## src/rtl/vga_pkg.sv

```systemverilog
// vga_pkg: shared VGA geometry, color type, palette defaults and pixel-flag bundle.
package vga_pkg;
  localparam int H_START = 158;
  localparam int DISPLAY_W = 640;
  localparam int DISPLAY_H = 480;
  typedef logic [23:0] color_t;
  localparam color_t TRANSPARENT = 24'hFF00FF;
  localparam color_t BG_COLOR = 24'h98FB98;
  localparam color_t GRID_COLOR = 24'h228B22;
  localparam color_t TRACK_COLOR = 24'h808069;
  localparam color_t BOUND_COLOR = 24'hFFFFFF;
  typedef struct packed {
    logic bright;
    logic hsync;
    logic vsync;
    logic pix_en;
    logic bound;
    logic grid;
    logic track;
  } flags_t;
  localparam flags_t FLAGS_RST = '{bright: 1'b0, hsync: 1'b1, vsync: 1'b1, default: 1'b0};
endpackage

```

## src/rtl/pipe_delay.sv

```systemverilog
// pipe_delay: W-bit shift register of depth D with a per-instance reset value.
module pipe_delay #(
  parameter int W = 1,
  parameter int D = 1,
  parameter logic [W-1:0] RST = '0
) (
  input  logic         clk,
  input  logic         reset,
  input  logic [W-1:0] d,
  output logic [W-1:0] q
);
  logic [W-1:0] r [D];
  always_ff @(posedge clk) begin
    if (reset) begin
      for (int i = 0; i < D; i++) r[i] <= RST;
    end else begin
      r[0] <= d;
      for (int i = 1; i < D; i++) r[i] <= r[i-1];
    end
  end
  assign q = r[D-1];
endmodule

```

## src/rtl/glyph_pixel_mux.sv

```systemverilog
// glyph_pixel_mux: glyph ROM read, transparency and priority color mux, 3-cycle latency.
// Optional grid layer compiled only when GLYPH_GRID_EN is defined.
module glyph_pixel_mux #(
  parameter int H_START = vga_pkg::H_START,
  parameter int DISPLAY_W = vga_pkg::DISPLAY_W,
  parameter int DISPLAY_H = vga_pkg::DISPLAY_H,
  parameter int BORDER = 4,
  parameter int TRACK_Y0 = 400,
  parameter int TRACK_Y1 = 448,
  parameter int GRID_LOG2 = 5,
  parameter logic [23:0] TRANSPARENT = vga_pkg::TRANSPARENT
) (
  input  logic        clk,
  input  logic        reset,
  input  logic        bright,
  input  logic        hsync,
  input  logic        vsync,
  input  logic [9:0]  hcount,
  input  logic [9:0]  vcount,
  input  logic [15:0] glyph_addr,
  input  logic        pix_en,
  input  logic [23:0] bg_color,
  input  logic [23:0] grid_color,
  input  logic [23:0] track_color,
  input  logic [23:0] bound_color,
  output logic [15:0] rom_addr,
  input  logic [23:0] rom_data,
  output logic [23:0] rgb,
  output logic        hsync_out,
  output logic        vsync_out,
  output logic        bright_out,
  output logic [7:0]  frame_count
);
  import vga_pkg::*;
  logic [9:0] x_pos;
  logic bound, grid, track;
  flags_t s0, s1, s2;
  logic [71:0] pal;
  color_t grid_c, next_rgb;
  logic [1:0] live;
  assign x_pos = hcount - 10'(H_START);
  assign bound = x_pos < 10'(BORDER) || x_pos >= 10'(DISPLAY_W - BORDER) ||
                 vcount < 10'(BORDER) || vcount >= 10'(DISPLAY_H - BORDER);
  assign track = vcount >= 10'(TRACK_Y0) && vcount < 10'(TRACK_Y1);
`ifdef GLYPH_GRID_EN
  assign grid = x_pos[GRID_LOG2-1:0] == '0 || vcount[GRID_LOG2-1:0] == '0;
  pipe_delay #(.W(24), .D(2)) u_grid_pal (.clk, .reset, .d(grid_color), .q(grid_c));
`else
  logic unused_grid;
  assign unused_grid = ^{grid_color, 32'(GRID_LOG2)};
  assign grid = 1'b0;
  assign grid_c = '0;
`endif
  assign s0 = '{bright: bright, hsync: hsync, vsync: vsync, pix_en: pix_en,
                bound: bound, grid: grid, track: track};
  pipe_delay #(.W($bits(flags_t)), .D(1), .RST(FLAGS_RST)) u_stage1 (.clk, .reset, .d(s0), .q(s1));
  pipe_delay #(.W($bits(flags_t)), .D(1), .RST(FLAGS_RST)) u_stage2 (.clk, .reset, .d(s1), .q(s2));
  pipe_delay #(.W(3), .D(1), .RST(3'b011)) u_stage3 (
    .clk, .reset, .d({s2.bright, s2.hsync, s2.vsync}), .q({bright_out, hsync_out, vsync_out}));
  pipe_delay #(.W(72), .D(2)) u_pal (
    .clk, .reset, .d({bound_color, track_color, bg_color}), .q(pal));
  always_comb
    next_rgb = !s2.bright ? '0 :
               (s2.pix_en && rom_data != TRANSPARENT) ? rom_data :
               s2.bound ? pal[71:48] :
               s2.grid ? grid_c :
               s2.track ? pal[47:24] : pal[23:0];
  always_ff @(posedge clk) begin
    if (reset) begin
      rom_addr <= '0;
      rgb <= '0;
    end else begin
      rom_addr <= pix_en ? glyph_addr : '0;
      rgb <= next_rgb;
    end
  end
  // An edge counts only once both compared vsync samples were taken after reset.
  always_ff @(posedge clk) begin
    if (reset) begin
      live <= '0;
      frame_count <= '0;
    end else begin
      live <= {live[0], 1'b1};
      if (live[1] && s2.vsync && !s1.vsync) frame_count <= frame_count + 8'd1;
    end
  end
endmodule

```

## config.mk

```make
export PLATFORM = sky130hd
export DESIGN_NAME = glyph_pixel_mux
export DESIGN_NICKNAME = d
export VERILOG_FILES = /design/src/rtl/vga_pkg.sv /design/src/rtl/pipe_delay.sv /design/src/rtl/glyph_pixel_mux.sv
export SDC_FILE = /design/constraint.sdc
export NUM_CORES = 1
export LEC_CHECK = 0
export ABC_AREA = 1
export CAP_MARGIN = 20
export CORE_MARGIN = 8
export CORE_UTILIZATION = 66
export DETAILED_ROUTE_END_ITERATION = 16
export DONT_BUFFER_PORTS = 1
export PLACE_DENSITY = 0.83
export SYNTH_ARGS = -nofsm -noshare
export SYNTH_HDL_FRONTEND = slang
export SYNTH_SLANG_ARGS = --single-unit
export TNS_END_PERCENT = 30
```

## constraint.sdc

```tcl
create_clock -name clk -period 2.1 [get_ports clk]
set_input_delay 0.42 -clock clk [delete_from_list [all_inputs] [get_ports clk]]
set_output_delay 0.42 -clock clk [all_outputs]
set_load 0.05 [all_outputs]
```

==> out/summary.log, run 1 <==
[synthesis] synthesized cell area 6980 µm²
[placement] total of buffers placed on input and output ports 0
[detailed_routing] number of iterations in the first detailed-routing pass 5
[power_and_ir_drop] Pwr Total 8.14 mW
[status] run status finished, final reports clean
[global_routing] number of global-route vias before repair 5979
[timing] fin. max-slew vios 0
[timing] final period utilization 77.5%
[detailed_routing] DR vias 5555
[global_routing] global-route wire length before repair 29200 µm
[placement] last weighted congestion value of the routability-driven placer 0.851
[cts] clock transition at the registers of the reported paths 0.08 ns
[timing] Final Skew 0.0159 ns
[synthesis] dominant cells by area after synthesis sky130_fd_sc_hd__dfxtp_1, sky130_fd_sc_hd__nor2_1, sky130_fd_sc_hd__inv_1
[synthesis] Post-Synthesis Mean Instance Area 8.48 µm²
[global_routing] largest net degree at the start of global routing 96
[floorplan] die span in y 119 µm
[synthesis] post-synthesis cell count 823
[cts] setup fix buffers added after clock tree synthesis 0
[synthesis] syn nets 987
[detailed_routing] 1st-iter DRT viols 464
[timing] normalized max-slew margin 63.6%
[placement] total half-perimeter wirelength after legalization and detailed placement 10300 µm
[synthesis] flip-flop and latch count after synthesis 209
[synthesis] Synth top area share 60.0%
[timing] Tightest Pin Transition 0.546 ns
[power_and_ir_drop] power density over the cells 907 nW/µm²
[floorplan] number of core rows 37
[floorplan] die boundary width 119 µm
[synthesis] post-synthesis cell type with the largest combined area sky130_fd_sc_hd__dfxtp_1
[cts] CTS tree yes
[job] # Max-Cap Violations 0
[timing] minimum clock period 1.63 ns
[cts] clock root buffer sky130_fd_sc_hd__clkbuf_8
[finish] area overhead of the layout relative to synthesis 28.7%
[global_routing] total overflow reported by the global router 0
[detailed_routing] detailed-route vias per instance 5.04
[synthesis] sequential cell area fraction in the yosys report 60.0%
[critical_path] critical setup path kind reg -> out
[cts] clk sinks 209
[detailed_routing] DRC viols 0
[cts] H-tree level count 1
[timing] RSZ-0062 raised after global routing no
[timing] Setup-failing EPs final 0
[floorplan] Initial Util 67.9%
[timing] number of endpoints with negative hold slack in the final report 0
[finish] layout net count 1113
[synthesis] Synthesis Warnings 0
[cts] clk buf depth 3
[cts] clock insertion delay at the later pin of the skew report 0.54 ns
[timing] slack of the critical path 0.472 ns
[global_routing] initial antenna violation count 3
[placement] setup slack after placement 0.435 ns
[synthesis] Unique masters post-synth 31
[floorplan] die area 14100 µm²
[detailed_routing] routed len/inst 17.0 µm
[floorplan] area of the core 10300 µm²
[timing] setup TNS 0 ns
[floorplan] Top-Level Pins 213
[critical_path] arrival time at the worst endpoint 1.21 ns
[power_and_ir_drop] static power due to leakage 4.21 nW
[finish] most frequent cells in the layout sky130_fd_sc_hd__nor2_1, sky130_fd_sc_hd__dfxtp_1, sky130_fd_sc_hd__inv_1, sky130_fd_sc_hd__dlygate4sd3_1, sky130_fd_sc_hd__o21ai_0
[hold_path] worst hold path type in -> reg
[detailed_routing] final WL 18800 µm
[critical_path] kind of start point of the critical path register
[critical_path] required time of the critical path 1.68 ns
[detailed_routing] post-route antenna net violation count 0
[cts] total clock buffers created by CTS 20
[critical_path] largest fanout on the critical path 1
[timing] maximum clock frequency 0.614 GHz
[critical_path] kind of end point of the critical path output pin
[finish] ratio of cells with drive above 1 in the final layout 7.58%
[finish] commonest non-fill, non-tap cell in the layout sky130_fd_sc_hd__nor2_1
[global_routing] total global-route track usage 25.7%
[power_and_ir_drop] worst IR drop on VDD 0.759 mV
[synthesized netlist by cell type]
cell and number:
sky130_fd_sc_hd__o21a_1 1, sky130_fd_sc_hd__mux2i_1 24, sky130_fd_sc_hd__nor3_1 2, sky130_fd_sc_hd__a211oi_2 4, sky130_fd_sc_hd__buf_4 4, sky130_fd_sc_hd__ha_1 2
sky130_fd_sc_hd__inv_1 182, sky130_fd_sc_hd__mux2_2 8, sky130_fd_sc_hd__or2_2 5, sky130_fd_sc_hd__nand2_2 5, sky130_fd_sc_hd__and3_1 1, sky130_fd_sc_hd__inv_2 4
sky130_fd_sc_hd__xor2_1 2, sky130_fd_sc_hd__nand3b_1 1, sky130_fd_sc_hd__a21o_1 1, sky130_fd_sc_hd__nand2_1 36, sky130_fd_sc_hd__nand3_2 2, sky130_fd_sc_hd__nor3b_1 1
sky130_fd_sc_hd__nor4_1 1, sky130_fd_sc_hd__nor2_1 224, sky130_fd_sc_hd__dfxtp_1 209, sky130_fd_sc_hd__a21oi_1 11, sky130_fd_sc_hd__a31oi_1 1, sky130_fd_sc_hd__nor3_2 2
sky130_fd_sc_hd__or3_1 1, sky130_fd_sc_hd__clkbuf_1 10, sky130_fd_sc_hd__buf_2 18, sky130_fd_sc_hd__o21ai_0 41, sky130_fd_sc_hd__nand4_1 7, sky130_fd_sc_hd__nand3_1 12
sky130_fd_sc_hd__nor2_2 1
[metrics by stage]
step / hold WS, ns / instances / util [%] / cell area (µm²)
floorplan: 0.388 / 823 / - / 6980
global placement: 0.389 / 936 / 68.7 / 7060
detailed placement: 0.392 / 936 / 68.7 / 7060
CTS: 0.00861 / 1099 / 87.3 / 8970
global route: 0.00676 / 1102 / 87.3 / 8980
finish: 0.0381 / 1103 / 87.4 / 8980
[registers in the layout, summed over array words and instances, names as in the netlist]
name and cells:
frame_count 8, live 2, rgb 24, rom_addr 16
u_pal.r 144, u_stage1.r 6, u_stage2.r 6, u_stage3.r 3
[per-layer routing]
metal	vias to the layer above	routed length [µm]	GRT usage [%]
li1	2669	-	-
met1	2581	6570	25.0
met2	242	9820	48.0
met3	63	1440	6.61
met4	0	923	15.3
met5	-	0	0
[worst reg2reg max path, delay by kind of cell (launching register included)]
| kind | cells | cell delay [ns] |
|---|---|---|
| buf+inv | 1 | 0.38 |
| mux | 1 | 0.36 |
| flops | 1 | 0.30 |
| simple gates | 2 | 0.23 |
| compound gates | 1 | 0.16 |
[report_power, final]
part / internal [mW] / total, mW / switching (mW)
clock network: 1.91 / 3.36 / 1.45
logic: 0.267 / 0.536 / 0.270
registers: 4.13 / 4.25 / 0.121
[repair_timing]
action                    in CTS  in global routing
hold endpoints to repair     175                  0
hold buffers                 127                  0
resized for setup              0                  0
[layout make-up]
| cell class | count | area (µm²) |
|---|---|---|
| Timing Repair Buffer | 136 | 1360 |
| Clock inverter | 5 | 33.8 |
| Sequential cell | 209 | 4180 |
| Antenna cell | 4 | 10.0 |
| Fill cell | 490 | 1300 |
| Tap cell | 136 | 170 |
| Multi-Input combinational cell | 396 | 1940 |
| Inverter | 186 | 698 |
| Clock buffer | 31 | 589 |
[final timing paths]
kind | start | to | slack (ns) | depth (start not counted)
min reg2reg | u_pal.r[0][68]$_SDFF_PP0_ | u_pal.r[0][140]$_SDFF_PP0_ | 0.40 | 2
min | track_color[7] | u_pal.r[0][31]$_SDFF_PP0_ | 0.04 | 2
max | rom_addr[3]$_SDFF_PP0_ | rom_addr[3] | 0.47 | 0
max reg2reg | u_stage2.r[0][0]$_SDFF_PP0_ | rgb[17]$_SDFF_PP0_ | 0.55 | 5
[logic make-up (layout without fill, tap and decap cells)]
kind of cell,Yosys count,after routing,share of synthesized area (%)
compound gates,59,59,4.75
buf+inv,218,358,12.3
mux,32,32,4.73
flops,209,209,60.0
fa+ha+maj,2,2,0.359
xor+xnor,2,2,0.251
simple gates,301,301,17.7
other cells,0,4,0
(Power assumes the default switching activity.)
==> run 2: changes to the inputs <==
--- a/config.mk
+++ b/config.mk
@@ -8,10 +8,10 @@
 export ABC_AREA = 1
 export CAP_MARGIN = 20
 export CORE_MARGIN = 8
-export CORE_UTILIZATION = 66
+export CORE_UTILIZATION = 56
 export DETAILED_ROUTE_END_ITERATION = 16
 export DONT_BUFFER_PORTS = 1
-export PLACE_DENSITY = 0.83
+export PLACE_DENSITY = 0.75
 export SYNTH_ARGS = -nofsm -noshare
 export SYNTH_HDL_FRONTEND = slang
 export SYNTH_SLANG_ARGS = --single-unit
==> constraint.sdc (replaced) <==
create_clock -name clk -period 1.3 [get_ports clk]
set_input_delay 0.26 -clock clk [delete_from_list [all_inputs] [get_ports clk]]
set_output_delay 0.26 -clock clk [all_outputs]
set_load 0.05 [all_outputs]
==> run 2 against run 1 <==
Net effect:
- the run now ends with setup timing left
- clock power grew 68%
- highest routed layer unchanged
- first-iteration DRC count shrank 25%
- sequential share of layout area shrank 3.7 points
- critical endpoint is now frame_count[6]$_SDFFE_PP0P_
- final cell count grew 8.3%
- die area grew 15%
- wire length grew 2.0%
- utilization shrank 5.4 points
==> out/summary.log, run 2 (same netlist as run 1, synthesis figures left out) <==
[cts] clk buf depth 3 [unchanged]
[floorplan] number of core rows 40 [+8.1%]
[critical_path] kind of end point of the critical path register
[detailed_routing] DRC viols 0 [unchanged]
[placement] total of buffers placed on input and output ports 0 [unchanged]
[global_routing] total global-route track usage 22.3% [-3.4 points]
[job] # Max-Cap Violations 0 [unchanged]
[placement] setup slack after placement -0.0663 ns [-0.502 ns]
[power_and_ir_drop] worst IR drop on VDD 1.24 mV [+63%]
[critical_path] arrival time at the worst endpoint 1.72 ns [+0.51 ns]
[critical_path] reg2reg setup slack -0.06 ns [-0.61 ns]
[floorplan] area of the core 12100 µm² [+18%]
[critical_path] required time of the critical path 1.65 ns [-0.03 ns]
[detailed_routing] final WL 19100 µm [+2.0%]
[detailed_routing] DR vias 5826 [+4.9%]
[finish] ratio of cells with drive above 1 in the final layout 14.5% [+6.9 points]
[global_routing] number of global-route vias before repair 6214 [+3.9%]
[detailed_routing] Routed met3 length 1870 µm [+30%]
[critical_path] worst path cell trace inv_2 -> nand3_4 -> inv_2 -> nand3_4 -> nor3_4 -> nand2_1 -> o21ai_2 -> a21oi_1
[detailed_routing] number of iterations in the first detailed-routing pass 5 [unchanged]
[finish] max reg flops 144 [unchanged]
[timing] slack of the critical path -0.0637 ns [-0.535 ns]
[timing] normalized max-slew margin 76.3% [+13 points]
[finish] commonest non-fill, non-tap cell in the layout sky130_fd_sc_hd__nor2_1
[cts] total clock buffers created by CTS 21 [+5.0%]
[cts] CTS tree yes
[critical_path] startpoint of the most critical register-to-register path u_stage1.r[0][3]$_SDFF_PP1_
[power_and_ir_drop] static power due to leakage 4.67 nW [+11%]
[floorplan] Top-Level Pins 213 [unchanged]
[floorplan] die area 16300 µm² [+15%]
[cts] clock transition at the registers of the reported paths 0.06 ns [-0.02 ns]
[detailed_routing] sum of routed wire segments on met1 6960 µm [+6.0%]
[timing] Final Skew 0.00637 ns [-0.00955 ns]
[status] violations in the final reports setup timing
[hold_path] worst hold path type in -> reg
[timing] maximum clock frequency 0.733 GHz
[finish] number of standard cells in the final layout excluding fillers 1195 [+8.3%]
[status] run status complete, but fails checks
[finish] layout net count 1179 [+5.9%]
[timing] minimum clock period 1.36 ns
[critical_path] cell type of the slowest stage on the worst timing path sky130_fd_sc_hd__dfxtp_1
[timing] final period utilization 105%
[hold_path] destination of the worst hold path rgb[21]$_SDFF_PP0_
[cts] clk sinks 209 [unchanged]
[critical_path] critical setup path kind reg -> reg
[critical_path] kind of start point of the critical path register
[floorplan] Initial Util 57.6% [-10 points]
[timing] number of endpoints with negative hold slack in the final report 0 [unchanged]
[detailed_routing] detailed-route vias per instance 4.88 [-3.2%]
[placement] total placed cells including tap cells 980 [+4.7%]
[detailed_routing] metal2 WL 9720 µm [-1.1%]
[global_routing] total overflow reported by the global router 0 [unchanged]
[critical_path] largest fanout on the critical path 3 [+2]
[finish] most frequent cells in the layout sky130_fd_sc_hd__nor2_1, sky130_fd_sc_hd__inv_1, sky130_fd_sc_hd__dlygate4sd3_1, sky130_fd_sc_hd__dfxtp_1, sky130_fd_sc_hd__dfxtp_2
[detailed_routing] post-route antenna net violation count 0 [unchanged]
[finish] most flop-heavy register u_pal.r
[global_routing] initial antenna violation count 0 [-3]
[timing] Tightest Pin Transition 0.352 ns [-0.194 ns]
[detailed_routing] uppermost signal routing layer after detailed routing met4
[timing] Setup-failing EPs final 2 [+2]
[placement] last weighted congestion value of the routability-driven placer 0.857 [+0.78%]
[cts] H-tree level count 1 [unchanged]
[timing] fin. max-slew vios 0 [unchanged]
[global_routing] global-route wire length before repair 29600 µm [+1.1%]
[critical_path] Crit path buffers/inverters 2
[hold_path] depth of the worst hold-timing path 2 [unchanged]
[power_and_ir_drop] Pwr Total 13.5 mW [+66%]
[timing] RSZ-0062 raised after global routing yes
[hold_path] Min-Delay Startpoint rom_data[21]
[floorplan] die span in y 128 µm [+7.4%]
[cts] clock root buffer sky130_fd_sc_hd__clkbuf_16
[critical_path] end of the worst register-to-register path frame_count[6]$_SDFFE_PP0P_
[finish] area overhead of the layout relative to synthesis 42.3%
[finish] final standard cell area without fillers 9930 µm² [+11%]
[critical_path] kind of cell adding the most delay to the critical path simple AND/OR/NAND/NOR gates
[finish] registers with the most flip-flops u_pal.r x144, rgb x24, rom_addr x16
[cts] clock insertion delay at the later pin of the skew report 0.48 ns [-0.06 ns]
[floorplan] die boundary width 128 µm [+7.4%]
[detailed_routing] 1st-iter DRT viols 347 [-25%]
[timing] setup TNS -0.0976 ns [-0.0976 ns]
[global_routing] largest net degree at the start of global routing 111 [+16%]
[placement] total half-perimeter wirelength after legalization and detailed placement 10400 µm [+0.69%]
[power_and_ir_drop] power density over the cells 1360 nW/µm² [+50%]
[finish] number of antenna cells inserted 0 [-4]
[critical_path] max incr delay on CP 0.31 ns
[placement] dpl cell area 7250 µm² [+2.8%]
[detailed_routing] routed len/inst 16.0 µm [-5.9%]
[critical_path] count of cells along the worst register-to-register path 8 [+3]
## run 2: cell count changes in the layout (fill, tap and decap cells not counted), moves of 4 or more
cell	change
sky130_fd_sc_hd__buf_12	+4
sky130_fd_sc_hd__buf_6	+5
sky130_fd_sc_hd__clkbuf_16	+5
sky130_fd_sc_hd__clkbuf_8	-5
sky130_fd_sc_hd__dfxtp_1	-49
sky130_fd_sc_hd__dfxtp_2	+43
sky130_fd_sc_hd__dfxtp_4	+6
sky130_fd_sc_hd__diode_2	-4
sky130_fd_sc_hd__dlygate4sd3_1	+51
sky130_fd_sc_hd__mux2_2	-4
sky130_fd_sc_hd__mux2_4	+4
sky130_fd_sc_hd__mux2i_1	-8
sky130_fd_sc_hd__mux2i_2	+8
sky130_fd_sc_hd__o21ai_0	-5
## run 2: worst max-delay path by stage
stage	start	cells past startpoint	to
final	u_stage1.r[0][3]$_SDFF_PP1_	8	frame_count[6]$_SDFFE_PP0P_
after global routing	u_stage1.r[0][3]$_SDFF_PP1_	7	frame_count[7]$_SDFFE_PP0P_
after CTS	frame_count[2]$_SDFFE_PP0P_	1	frame_count[2]
after detailed placement	u_stage2.r[0][0]$_SDFF_PP0_	6	rgb[6]$_SDFF_PP0_
after global placement	u_stage2.r[0][0]$_SDFF_PP0_	4	rgb[4]$_SDFF_PP0_
after floorplan	frame_count[3]$_SDFFE_PP0P_	6	frame_count[7]$_SDFFE_PP0P_
## run 2: power breakdown
group,total [mW],internal (mW),switching (mW)
registers,6.85,6.66,0.188
clock network,5.63,3.31,2.32
logic,0.994,0.555,0.439
## run 2: worst reg2reg max path, cell delays in order (launching register included)
cell,delay [ns]
sky130_fd_sc_hd__dfxtp_1,0.31
sky130_fd_sc_hd__inv_2,0.08
sky130_fd_sc_hd__nand3_4,0.10
sky130_fd_sc_hd__inv_2,0.11
sky130_fd_sc_hd__nand3_4,0.09
sky130_fd_sc_hd__nor3_4,0.19
sky130_fd_sc_hd__nand2_1,0.12
sky130_fd_sc_hd__o21ai_2,0.16
sky130_fd_sc_hd__a21oi_1,0.08
## run 2: per-stage QoR
step                utilization, %  hold WS (ns)
finish                        82.0        0.0398
global route                  82.0        0.0283
CTS                           80.8        0.0121
detailed placement            59.9         0.338
global placement              59.9         0.337
floorplan                        -         0.337
## run 2: final cells by class
type	count	area (µm²)
flip-flops and latches	209	4260
fillers	717	2180
repair buffers	201	2070
multi-input cells	396	2040
inverters	186	702
clock buffers	33	632
well taps	168	210
clock inverters	2	10.0
## run 2: timing repair
item / in CTS / in global routing
buffers inserted: 0 / 1
endpoints found under the hold margin: 197 / 0
hold buffers: 178 / 0
pin swaps: 0 / 6
cloned: 0 / 1
setup endpoints to repair: 56 / 27
resized for setup: 56 / 29
## run 2: metal layers
layer | global-route usage, % | up-vias
li1 | - | 2796
met4 | 7.41 | 0
met2 | 42.0 | 254
met5 | 0 | -
met1 | 22.6 | 2730
met3 | 7.36 | 46
